$ cat src/rtl/wormhole_arbiter.sv
// Per-output-port wormhole arbiter: round-robin grant on head flits, lock held until tail.
// Latency: grant registered one cycle after an eligible head is seen; one idle bubble after each tail.
// Backpressure: ready_i is fanned out to the owner only; non-owners and the owner while stalled see no pop.
//
// Ports:
//   clk, arst         router clock, asynchronous active-low reset
//   req_i/head_i/tail_i  per-requester flit valid and flit type
//   ready_i           output module accepts a flit this cycle
//   grant_o           one-hot owner (zero when idle), registered
//   valid_o/ready_o   owner flit valid / per-requester pop (combinational from grant_o)
//   busy_o, err_o     locked indication, sticky protocol error
//   pkt_cnt_o         completed-packet counter (wraps)
module wormhole_arbiter #(
  parameter int N_REQ     = 5,
  parameter int MAX_FLITS = 256,
  parameter int CNT_W     = 16
) (
  input  logic             clk,
  input  logic             arst,
  input  logic [N_REQ-1:0] req_i,
  input  logic [N_REQ-1:0] head_i,
  input  logic [N_REQ-1:0] tail_i,
  input  logic             ready_i,
  output logic [N_REQ-1:0] grant_o,
  output logic             valid_o,
  output logic [N_REQ-1:0] ready_o,
  output logic             busy_o,
  output logic             err_o,
  output logic [CNT_W-1:0] pkt_cnt_o
);

  localparam int OW = $clog2(N_REQ);
  localparam int FW = $clog2(MAX_FLITS + 1);
  localparam logic [N_REQ-1:0] REQ_ONE = {{(N_REQ-1){1'b0}}, 1'b1};

  typedef enum logic {IDLE, LOCKED} state_t;

  state_t           state_q, state_d;
  logic [OW-1:0]    owner_q, owner_d;
  logic [OW-1:0]    rr_ptr_q, rr_ptr_d;
  logic [N_REQ-1:0] grant_q, grant_d;
  logic [FW-1:0]    flit_cnt_q, flit_cnt_d;
  logic [CNT_W-1:0] pkt_cnt_q, pkt_cnt_d;
  logic             err_q, err_d;

  logic [N_REQ-1:0] eligible;
  logic             pick_vld;
  logic [OW-1:0]    pick_idx;
  logic [OW-1:0]    nxt_ptr;
  logic             xfer;
  logic             own_head;
  logic             own_tail;
  logic [FW-1:0]    flit_inc;

  assign eligible = req_i & head_i;

  // Circular search starting at rr_ptr. Iterating from the far end down
  // lets the closest eligible requester overwrite any farther one.
  always_comb begin
    int idx;
    idx      = 0;
    pick_vld = 1'b0;
    pick_idx = '0;
    for (int k = N_REQ - 1; k >= 0; k--) begin
      idx = int'(rr_ptr_q) + k;
      if (idx >= N_REQ) idx = idx - N_REQ;
      if (eligible[idx]) begin
        pick_vld = 1'b1;
        pick_idx = OW'(idx);
      end
    end
  end

  assign nxt_ptr  = (owner_q == OW'(N_REQ - 1)) ? '0 : owner_q + OW'(1);
  assign valid_o  = |(grant_q & req_i);
  assign ready_o  = grant_q & {N_REQ{ready_i}};
  assign xfer     = valid_o & ready_i;
  // grant_q is one-hot, so masking selects the owner's flit type.
  assign own_head = |(grant_q & head_i);
  assign own_tail = |(grant_q & tail_i);
  assign flit_inc = flit_cnt_q + FW'(1);

  always_comb begin
    state_d    = state_q;
    owner_d    = owner_q;
    rr_ptr_d   = rr_ptr_q;
    grant_d    = grant_q;
    flit_cnt_d = flit_cnt_q;
    pkt_cnt_d  = pkt_cnt_q;
    err_d      = err_q;
    case (state_q)
      IDLE: begin
        if (pick_vld) begin
          state_d = LOCKED;
          owner_d = pick_idx;
          grant_d = REQ_ONE << pick_idx;
        end
      end
      LOCKED: begin
        if (xfer) begin
          // A head inside a packet is flagged but still forwarded.
          if (own_head && (flit_cnt_q != '0)) err_d = 1'b1;
          if (own_tail) begin
            state_d    = IDLE;
            grant_d    = '0;
            rr_ptr_d   = nxt_ptr;
            flit_cnt_d = '0;
            pkt_cnt_d  = pkt_cnt_q + CNT_W'(1);
          end else if (flit_inc == FW'(MAX_FLITS)) begin
            // Runaway packet: drop the lock without counting it as complete.
            err_d      = 1'b1;
            state_d    = IDLE;
            grant_d    = '0;
            rr_ptr_d   = nxt_ptr;
            flit_cnt_d = '0;
          end else begin
            flit_cnt_d = flit_inc;
          end
        end
      end
      default: begin
        state_d = IDLE;
        grant_d = '0;
      end
    endcase
  end

  always_ff @(posedge clk or negedge arst) begin
    if (!arst) begin
      state_q    <= IDLE;
      owner_q    <= '0;
      rr_ptr_q   <= '0;
      grant_q    <= '0;
      flit_cnt_q <= '0;
      pkt_cnt_q  <= '0;
      err_q      <= 1'b0;
    end else begin
      state_q    <= state_d;
      owner_q    <= owner_d;
      rr_ptr_q   <= rr_ptr_d;
      grant_q    <= grant_d;
      flit_cnt_q <= flit_cnt_d;
      pkt_cnt_q  <= pkt_cnt_d;
      err_q      <= err_d;
    end
  end

  assign grant_o   = grant_q;
  assign busy_o    = (state_q == LOCKED);
  assign err_o     = err_q;
  assign pkt_cnt_o = pkt_cnt_q;

endmodule

$ cat config.mk
export PLATFORM = sky130hd
export DESIGN_NAME = wormhole_arbiter
export DESIGN_NICKNAME = d
export VERILOG_FILES = /design/src/rtl/wormhole_arbiter.sv
export SDC_FILE = /design/constraint.sdc
export NUM_CORES = 1
export LEC_CHECK = 0
export ABC_AREA = 1
export BUFFER_PORTS_ARGS = -buffer_cell sky130_fd_sc_hd__buf_2
export CAP_MARGIN = 20
export CORE_UTILIZATION = 30
export DETAILED_ROUTE_END_ITERATION = 8
export MAX_ROUTING_LAYER = met4
export SLEW_MARGIN = 10
export SYNTH_ARGS = -nofsm -noshare
export SYNTH_HDL_FRONTEND = slang
export SYNTH_SLANG_ARGS = --single-unit
$ cat constraint.sdc
create_clock -name clk -period 3.9 [get_ports clk]
set_input_delay 0.39 -clock clk [delete_from_list [all_inputs] [get_ports clk]]
set_output_delay 0.39 -clock clk [all_outputs]
set_load 0.02 [all_outputs]
---- Word-level counts from Yosys, hierarchy flattened ----
Index checks and enable logic that the tools add are counted.
word-level totals
  register bits after elaboration ......... 38
  latch bits .............................. 0
  RAM bits ................................ 0
  memory bits (read-only) ................. 0
  input port bits ......................... 18
  output and inout bits ................... 29
  word-level logic and storage cells ...... 101
  memories kept ........................... 0
cells by class
  add/subtract/negate cells ............... 12
  $mul .................................... 0
  div/mod/pow operators ................... 0
  order comparisons ....................... 10
  equality and inequality tests ........... 5
  shift-type cells ........................ 1
  multiplexer cells ....................... 48
  bitwise logic cells ..................... 7
  reduce and logical (&&, ||, !) cells .... 11
operator list
  operator                 count
  $lt A32 B5 Y1 const B    5
  $mux W32                 5
  $and A5 B5 Y5            5
  $mux W3                  8
  $mux W1                  22
  $mux W5                  4
  $sub A4 B3 Y5 const B    4
  $mux W9                  2
  $add A16 B1 Y16 const B  1
  $ge A4 B3 Y1 const B     4
  $bmux W1 S3              5
  $reduce_or A5 Y1         3
  $pmux W5 S2              1
  $add A9 B1 Y9 const B    1
  $eq A9 B9 Y1 const B     1
  $reduce_and A3 Y1        3
  $reduce_bool A9 Y1       1
  $add A3 B2 Y4 const B    2
  $shl A1 B3 Y5 const A    1
  $add A3 B1 Y4 const B    1
  $add A3 B3 Y4 const B    1
  $reduce_and A2 Y1        2
  $sub A3 B3 Y4 const B    1
  $add A3 B1 Y3 const B    1
  10 further kinds         10

---- Logic depth before layout (Yosys ltp) ----
Gate-level depths: netlist of run 1.
  depth in word-level cells ............... 14
  gate-level depth with buffers ........... 22
  mapped depth without buffers ............ 21

---- Least setup slack after synthesis of run 1 ----
Ideal clock, no wire load.
  kind .................................... flip-flop to flip-flop
  start ................................... register rr_ptr_q[0]
  end ..................................... register owner_q[1]
  setup time .............................. 129 ps
  arrival ................................. 2486 ps
  setup slack ............................. 1286 ps
  stages on the path, launching flop included .. 20
  buffers on the path ..................... 1
  cells stage by stage .................... dfrtp_1 > inv_1 > buf_4 > ha_1 > inv_1 > ha_1 > inv_1 > nand2_1 > o21ai_0 > nand3_1 > nand2_1 > nand2_1 > nand2_1 > nand2_1 > nor2_1 > nand3_2 > nand2_2 > inv_1 > nand3_1 > o21ai_0
on the way
  word-level cells in the longest chain between the ends .. 12
  elaborated cells between the ends (all ways) .. 45
  those cells by class .................... 9 x add/sub; 5 x order compare; 30 x mux; 1 x reduce/logical
RTL lines
  what                                           line  text
  start, declared                                40    logic [OW-1:0] rr_ptr_q, rr_ptr_d;
  start signal, assigned                         140   rr_ptr_q <= rr_ptr_d;
  $add A3 B3 Y4                                  65    idx = int'(rr_ptr_q) + k;
  $sub A4 B3 Y5 or $ge A4 B3 Y1 (tied branches)  66    if (idx >= N_REQ) idx = idx - N_REQ;
  $mux W32                                       66
  $bmux W1 S3                                    67    if (eligible[idx]) begin
  $mux W1 (implied by the code) (2 in a row)     67
  $mux W1 (5 in a row)                           67
  $reduce_and A2 Y1 (no line)                    --
  end signal, assigned                           139   owner_q <= owner_d;
  end, declared                                  39    logic [OW-1:0] owner_q, owner_d;
Parallel ways exist; a longest one is shown, timed or not. The select of a mux whose other input is x is not followed.
A chain may end at the register's enable or synchronous reset.

---- Worst setup path in the final report of run 1 ----
Same ends and word-level chain as after synthesis.

==> results list, run 1 <==
* Run status: complete, no violations
- Final min period: roughly 3.3 ns
* Syn. warnings: 0
- The die covers 10300 sq um.
* Setup repair after global routing missed its margin: no
* Initial antenna violation count: 0
- Clock tree buffer depth: 2
- The synthesized design contains 38 register bits.
* Initial core utilization: about a third
* Cells taking the most area after synthesis: sky130_fd_sc_hd__dfrtp_1, sky130_fd_sc_hd__nand2_1, sky130_fd_sc_hd__nand3_1, sky130_fd_sc_hd__ha_1, sky130_fd_sc_hd__inv_1
- Layout cells sized above 1: roughly 14%
- 0 antenna diodes ended up in the layout.
- After global routing the overflow that remains totals 0.
- Final cell count without fillers: roughly 600
- Per-cell routed wire length: 11.8 um
* Peak clock frequency supported by timing: approximately 300 MHz
* Global-route usage over all layers: ~15%
* Hold Violations, Final: 0
* Critical Path Max Stage Delay: around 0.6 ns
- The clock reaches the later pin of the worst-skew pair after 0.29 ns.
- The congestion estimate from routability-driven global placement came to 0.886.
- Design Power: about 3200 uW
- After clock tree synthesis, the flow added hold-fix buffers numbering 0.
- Data on the critical path is required at its endpoint by between 4 and 5 ns.
- I/O pin count: 47
- After synthesis, the mean cell area works out to about 7.0 sq um.
- Max-cap violations in this run came to 0.
- Cell with the most instances on the worst path: sky130_fd_sc_hd__nand2_1
- Number of core rows: 35
* Portion of the clock cycle consumed by the worst path in the final layout: around 85%
* Slew Limit Fails: 0
- Traced cell by cell, the critical path runs through inv_1, buf_4, ha_1, inv_1, ha_1, inv_1, nand2_1, o21ai_0, nand3_1, nand2_1, nand2_1, nand2_1, nand2_1, nor2_1, nand3_2, nand2_2, inv_1, nand3_1, o21ai_0.
- Start-to-end type of the worst setup path: reg -> reg
- # placed instances: 596
- Summed over its instances, the top area cell type makes up between 30% and 40% of the synthesized netlist area.
* Syn_nets: about 460
* VDD IR max: 0.000302 V
- The via count of the first global-routing pass is 2546.
* Port Buffer Count: 46
* HPWL after DPL: roughly 5600 um
- At the end of the flow, the number of nets in the layout was ~510.
- Post-Route Hold Slack: between 0.2 and 0.25 ns
* Cell taking the most area after synthesis: sky130_fd_sc_hd__dfrtp_1
- Summing the sequential cell areas from Yosys gives roughly a third of the chip area.
- First-pass GRT wire length: around 12000 um
- Area of the mapped netlist: roughly 3000 sq um
- The worst pin sits at a relative slew slack of a little over two fifths.
* Power per unit of standard cell area: about 940 nW/um^2
* Setup_tns: 0 ns
* Library cell contributing the largest single delay on the critical path: sky130_fd_sc_hd__dfrtp_1
* Core Box Area: 9420 sq um
* Clock Tree Root: sky130_fd_sc_hd__clkbuf_8
- After detailed routing, the number of remaining DRC violations is 0.
- Number of unique standard cell types used by synthesis: 34
* Commonest cells after routing, fill and taps aside: sky130_fd_sc_hd__nand2_1, sky130_fd_sc_hd__inv_1, sky130_fd_sc_hd__nand3_1
- Avg Vias per Cell: 4.73
* Pre-Repair DR Iteration Count: 7
- Total routed wirelength: 7120 um
* Via count: 2856
- Data arrives at the worst endpoint at between 3 and 4 ns.
* Number of failing setup endpoints in the final timing report: 0
- The H-tree was split into 2 levels.
- The worst setup path is captured at a flip-flop.
- Once the clock tree was built, the setup fixing pass inserted 0 buffers.
- Largest net degree at the start of global routing: 39
- X dimension of the die: around 100 um
- The layout has approximately 1000 filler cells.
* Post-Syn Instances: 424
* Leak pwr: 0.00189 uW
* Worst Clk Skew: ~0.008 ns
* Number of violations reported at the end of detailed-routing iteration 0: around 160
- Post-route ant nets: 0
* TritonCTS Buffers: 5
- The worst register-to-register path has a setup slack of 0.58 ns.
* Worst Hold Class: in -> async
- STA classifies the critical path startpoint as a flip-flop.
* Clock slew at the register clock pins of the worst setup and hold paths: about 0.080 ns
- Area growth from synthesis to layout: 16.2%
- For the pin with the worst max-slew slack, the measured transition is 0.854 ns.
- Along the worst path, the maximum fanout reaches 18.
* Number of sinks on the clock net: 38
- Post-cts sizing count: 0
- TritonCTS built the clock tree.
- Leaving out fill and tap cells, the most frequent cell in the layout is sky130_fd_sc_hd__nand2_1.
- Measured along the y axis, the die boundary spans around 100 um.
## cells by family after synthesis
group,Yosys count,synth area share [%]
AO/OA/AOI/OAI,51,9.98
XOR/XNOR,23,6.81
adder cells (fa/ha/maj),19,8.04
buffers and inverters,61,8.25
flip-flops,38,32.1
AND/OR/NAND/NOR,232,34.8
## cells in the mapped netlist
library cell               count
sky130_fd_sc_hd__nor2_1       24
sky130_fd_sc_hd__xor2_1       18
sky130_fd_sc_hd__nand3b_1      3
sky130_fd_sc_hd__o22ai_1       4
sky130_fd_sc_hd__a31oi_1       2
sky130_fd_sc_hd__and3b_1       1
sky130_fd_sc_hd__xnor2_1       5
sky130_fd_sc_hd__o21ai_1       3
sky130_fd_sc_hd__buf_6         1
sky130_fd_sc_hd__o31ai_1       1
sky130_fd_sc_hd__o21bai_1      2
sky130_fd_sc_hd__a22o_1        5
sky130_fd_sc_hd__nor3_2        1
sky130_fd_sc_hd__nand4_1       8
sky130_fd_sc_hd__clkbuf_1      1
sky130_fd_sc_hd__a21oi_1      13
sky130_fd_sc_hd__ha_1         19
sky130_fd_sc_hd__a221oi_1      1
sky130_fd_sc_hd__nor4_1        2
sky130_fd_sc_hd__buf_4         2
sky130_fd_sc_hd__a22oi_1       1
sky130_fd_sc_hd__or3_1         1
sky130_fd_sc_hd__nand3_2       2
sky130_fd_sc_hd__o21ai_0      19
sky130_fd_sc_hd__nand2_2       6
sky130_fd_sc_hd__inv_2         2
sky130_fd_sc_hd__nor2_2        2
sky130_fd_sc_hd__nor3_1        4
sky130_fd_sc_hd__and3_1        1
sky130_fd_sc_hd__inv_1        55
sky130_fd_sc_hd__nand3_1      52
sky130_fd_sc_hd__nand2_1     124
sky130_fd_sc_hd__or2_1         1
sky130_fd_sc_hd__dfrtp_1      38
## state kept, by name (all words and copies together), names as in the netlist
register and count:
pkt_cnt_o 16, busy_o 1, err_o 1, flit_cnt_q 9, grant_o 5, rr_ptr_q 3, owner_q 3
## where the power goes
| part | leakage [uW] | total [uW] | switching (uW) | internal [uW] |
|---|---|---|---|---|
| combinational | 0.00134 | 2280 | 1540 | 735 |
| clock | 0.0000579 | 333 | 144 | 188 |
| sequential | 0.000496 | 633 | 145 | 489 |
## layer usage
layer / vias up / track usage [%] / wire length [um]
li1: 1481 / - / -
met1: 1288 / 20.6 / 3680
met2: 83 / 23.1 / 3080
met3: 4 / 1.86 / 312
met4: 0 / 2.45 / 41
met5: - / - / 0
## stage by stage
| stage | cell area, sq um | worst slack, ns | util [%] |
|---|---|---|---|
| floorplan | 2960 | 1.29 | - |
| global placement | 3330 | 0.690 | 35.3 |
| detailed placement | 3330 | 0.653 | 35.3 |
| CTS | 3440 | 0.652 | 36.5 |
| global route | 3440 | 0.200 | 36.5 |
| finish | 3440 | 0.580 | 36.5 |
## final timing paths
| check | start | depth (start not counted) | endpoint |
|---|---|---|---|
| min | arst | 1 | flit_cnt_q[4] |
| max in group asynchronous | arst | 1 | grant_o[3] |
| min in group clk | tail_i[4] | 4 | err_o |
| max | rr_ptr_q[0] | 19 | owner_q[1] |
| min reg2reg | pkt_cnt_o[15] | 1 | pkt_cnt_o[15] |
| max reg2reg | rr_ptr_q[0] | 19 | owner_q[1] |
## cell type report
| type | count | area [sq um] | area share [%] |
|---|---|---|---|
| timing repair buffer | 47 | 238 | 6.92 |
| sequential | 38 | 951 | 27.7 |
| clock inverter | 3 | 40.0 | 1.17 |
| multi-input combinational | 325 | 1760 | 51.3 |
| tap | 129 | 161 | 4.70 |
| inverter | 57 | 214 | 6.23 |
| clock buffer | 5 | 68.8 | 2.00 |
## critical path, delay by kind of cell, from the launching register on
family                   cells  cell delay [ns]
buffers and inverters        5             0.59
AO/OA/AOI/OAI                2             0.58
AND/OR/NAND/NOR             10             1.09
adder cells (fa/ha/maj)      2             0.35
flip-flops                   1             0.59
Power figures use the tool's default switching activity.
==> run 2, diff against run 1 <==
ABC_AREA = 0   (was 1)
GPL_TIMING_DRIVEN = 0   (was default)
==> run 2 against run 1 <==
  * Clock power rose by 24%
  * Synthesized cell count fell by 15%
  * Power is 7.1% lower
  * Sequential power down 4.4%
  * Clock skew about the same
  * Largest cell class unchanged
  * Wire length is 15% higher
  * Sequential share of layout area shrank 2.5 points
==> results list, run 2 <==
- Clock tree buffer depth: 2 (unchanged)
- TritonCTS built the clock tree.
- Initial antenna violation count: 0 (unchanged)
* Synth Flop Type: sky130_fd_sc_hd__dfrtp_1
- Port Buffer Count: 46 (unchanged)
- Number of synthesized register bits: 38 (unchanged)
* Run status: complete, no violations
* Setup repair after global routing missed its margin: no
- Syn_nets: 397 (-14%)
- The final weighted congestion in routability-driven placement is 0.885 (-0.19%).
- The HPWL after detailed placement was 6320 um (+13%).
* Area used by multi-input combinational logic: 2110 sq um (+20%)
- The sequential cell area in the final layout was 952 sq um (+0.13%).
- The average detailed-routed wire length per instance came to 14.7 um (+25%).
* Endpoint kind of the worst setup timing path: flip-flop
* Share of the yosys chip area belonging to registers: 29.9% (-2.3 points)
- Setup_tns: 0 ns (unchanged)
- VDD IR max: 0.000285 V (-5.7%)
- Leading cell type in the layout, fill and taps excluded: sky130_fd_sc_hd__buf_2
- The leakage power total came to 0.00170 uW (-10%).
- The clock power share is 13.7% (+3.4 points).
- Clock Tree Root: sky130_fd_sc_hd__clkbuf_8
- I/O pin count: 47 (unchanged)
- Portion of the clock cycle consumed by the worst path in the final layout: 93.8% (+8.6 points)
- The transition time of the tightest slew-check pin is 0.846 ns (-0.00774 ns).
- The overall routing resource usage came to 15.8% (+1.0 points).
- The floorplan core area is 10300 sq um (+9.6%).
- Library cell contributing the largest single delay on the critical path: sky130_fd_sc_hd__dfrtp_2
* Layout cells sized above 1: 24.0% (+9.7 points)
- Number of antenna cells inserted: 0 (unchanged)
- The critical path is of the reg -> reg type.
- The number of hold violations in the final report was 0 (unchanged).
- The number of core rows was 37 (+5.7%).
* Pre-Repair DR Iteration Count: 6 (-1)
- First-pass GRT wire length: 14000 um (+20%)
- The source-to-sink clock delay at the later pin of the worst-skew pair came to 0.29 ns (about the same).
- Final min period: 3.66 ns (+0.336 ns)
- Slew Limit Fails: 0 (unchanged)
- Clock slew at the register clock pins of the worst setup and hold paths: 0.08 ns (about the same)
- The stage delay of the slowest cell on the critical path came to 0.52 ns (-0.07 ns).
* Depth of the CTS H-tree: 2 (unchanged)
- Post-route ant nets: 0 (unchanged)
- The post-synthesis cell area came to 3180 sq um (+7.6%).
* Initial core utilization: 30.8% (-0.58 points)
* Number of failing setup endpoints in the final timing report: 0 (unchanged)
* Number of flip-flops in the largest register: 16 (unchanged)
- The utilization after layout came to 36.7% (+0.17 points).
* Total routed wirelength: 8190 um (+15%)
- Number of enable-type register cells in the synthesized netlist: 0 (unchanged)
- The number of buffers added by the clock tree synthesis step is 5 (unchanged).
- The switching part of the total power was 47.3% (-9.1 points).
- Peak clock frequency supported by timing: 273 MHz (-9.2%)
* Capture point of the worst path: grant_o[2]
- Number of inserted filler cells in the final layout: 1087 (+9.0%)
- Commonest cells after routing, fill and taps aside: sky130_fd_sc_hd__buf_2, sky130_fd_sc_hd__nand2_1, sky130_fd_sc_hd__dfrtp_1
- Top post-synthesis cells by count: sky130_fd_sc_hd__nand2_1, sky130_fd_sc_hd__dfrtp_1, sky130_fd_sc_hd__o21ai_0, sky130_fd_sc_hd__nor2_1
* Number of violations reported at the end of detailed-routing iteration 0: 149 (-5.1%)
- Avg Vias per Cell: 5.26 (+11%)
- Critical register-to-register path startpoint: rr_ptr_q[1]
- Area growth from synthesis to layout: 18.9%
- The internal power of the cells came to 1590 uW (+12%).
* Hold-fix buffer count after cts: 0 (unchanged)
- The die span in y is 105 um (+3.7%).
* Largest net degree at the start of global routing: 39 (unchanged)
- Worst Clk Skew: 0.00818 ns (+0.000198 ns)
* X dimension of the die: 105 um (+3.7%)
- Mean cell area of the mapped netlist: 8.84 sq um (+27%)
* Sequential share of power: 20.1% (+0.6 points)
- In this run the worst hold path is classified as in -> async.
- Async set-or-reset flop fraction in the synthesized netlist: 100% (unchanged)
* Overflow left after global routing: 0 (unchanged)
- The count of unique library cells instantiated by Yosys came to 68 (+100%).
- Worst setup startpoint: rr_ptr_q[1]
- Post-Syn Instances: 360 (-15%)
- Cell taking the most area after synthesis: sky130_fd_sc_hd__dfrtp_1
- Peak fanout along the critical path: 10 (-8)
* Nets: 457 (-11%)
- The via count of the first global-routing pass is 2849 (+12%).
- Cells taking the most area after synthesis: sky130_fd_sc_hd__dfrtp_1, sky130_fd_sc_hd__ha_1, sky130_fd_sc_hd__nand2_1, sky130_fd_sc_hd__xnor2_1, sky130_fd_sc_hd__o21ai_0
* Startpoint type of the worst setup path: flip-flop
- DR DRC count: 0 (unchanged)
* Syn. warnings: 0 (unchanged)
- The arrival time at the worst endpoint was 3.84 ns (+0.35 ns).
* Crit-path cells: clkinvlp_4, ha_1, inv_1, ha_1, buf_6, o31a_1, o22ai_2, mux2i_1, and3b_4, or3_4, o311ai_4, a41oi_2, a32o_2
* Number of sinks on the clock net: 38 (unchanged)
- The critical path data required time is 4.08 ns (about the same).
- The total number of vias was 2930 (+2.6%).
- Dominant cell by count in the synthesized netlist: sky130_fd_sc_hd__nand2_1
- Gate power share: 66.2% (-4.0 points)
- R2r endpoint: grant_o[2]
- Counting stages on the worst path, the most repeated cell is sky130_fd_sc_hd__ha_1.
* Post-synth top area share: 29.9% (-2.3 points)
- Max capacitance violation total: 0 (unchanged)
- The area of the die came to 11000 sq um (+7.5%).
- Slew margin rel.: 43.6% (+0.52 points)
- The net switching power figure came to 1430 uW (-22%).
- The total power per unit cell area was 796 nW/um^2 (-16%).
- Setup slack of the most critical reg-to-reg path: 0.24 ns (-0.34 ns)
* R2R depth: 13 (-6)
[run 2: changes by cell type in the layout (fill, tap and decap cells not counted), sizes merged, moves of 12 or more]
cell | previous run | this run
buf | 47 | 63
nand3 | 54 | 11
xor2 | 18 | 5
xnor2 | 5 | 17
inv | 57 | 10
nand2 | 130 | 45
[run 2: kinds of logic (layout without fill, tap and decap cells)]
| family | Yosys count | count (layout) | synth area share, % |
|---|---|---|---|
| xor gates and xnor gates | 22 | 22 | 6.05 |
| buffers and inverters | 24 | 85 | 3.85 |
| and+or+nand+nor | 140 | 140 | 22.8 |
| adders and majority gates | 19 | 19 | 7.47 |
| DFF | 38 | 38 | 29.9 |
| AOI/OAI and AO/OA | 103 | 103 | 24.6 |
| muxes | 14 | 14 | 5.35 |
[run 2: layout make-up]
type,instances,area share (%)
inverters,11,1.26
repair buffers,53,7.47
flip-flops and latches,38,25.2
well taps,136,4.50
plain buffers,13,2.12
multi-input cells,298,55.7
clock buffers,6,2.18
clock inverters,2,1.59
[run 2: what timing repair did]
| item | in CTS | in global routing |
|---|---|---|
| setup endpoints to repair | 0 | 7 |
| resized for setup | 0 | 4 |
| buffers inserted | 0 | 7 |
[run 2: how the worst min path moves through the flow]
stage | slack [ns] | start | to | cells past startpoint
2_1_floorplan | 0.09 | arst | busy_o | 0
3_3_place_gp | 0.46 | err_o | err_o | 1
3_5_place_dp | 0.46 | err_o | err_o | 1
4_1_cts | 0.24 | arst | pkt_cnt_o[8] | 1
5_1_grt | 0.28 | arst | pkt_cnt_o[12] | 1
6_report | 0.19 | arst | pkt_cnt_o[8] | 1
[run 2: worst max-delay path: cells and delay by family (launching register included)]
family                     cells  cell delay (ns)
adders and majority gates      2             0.45
muxes                          1             0.14
and+or+nand+nor                2             0.63
DFF                            1             0.52
buffers and inverters          3             0.44
AOI/OAI and AO/OA              5             1.35
[run 2: layer usage]
metal	vias to the layer above	part of all wire (%)	track usage [%]	wire (um)
li1	1467	-	-	-
met1	1406	48	20.4	3890
met2	49	49	26.0	3980
met3	8	2.8	2.25	226
met4	0	1.1	3.82	86
met5	-	0	-	0
[run 2: power by group through the flow]
stage	registers, uW	logic [uW]	clock network, uW
after floorplan	623	1470	0
after global placement	607	1900	0
after detailed placement	609	1940	0
after CTS	602	1950	427
after global routing	624	2200	447
final	605	2000	413
[run 2: metrics by stage]
step / hold WS [ns] / std cells / total power [uW] / worst slack, ns / area, sq um
detailed placement: 0.456 / 542 / 2550 / 0.0453 / 3580
global route: 0.281 / 557 / 3270 / 0.0478 / 3780
finish: 0.194 / 557 / 3010 / 0.243 / 3780
floorplan: 0.0944 / 360 / 2100 / 0.559 / 3180
CTS: 0.240 / 550 / 2980 / 0.0216 / 3730
global placement: 0.462 / 542 / 2500 / 0.136 / 3580
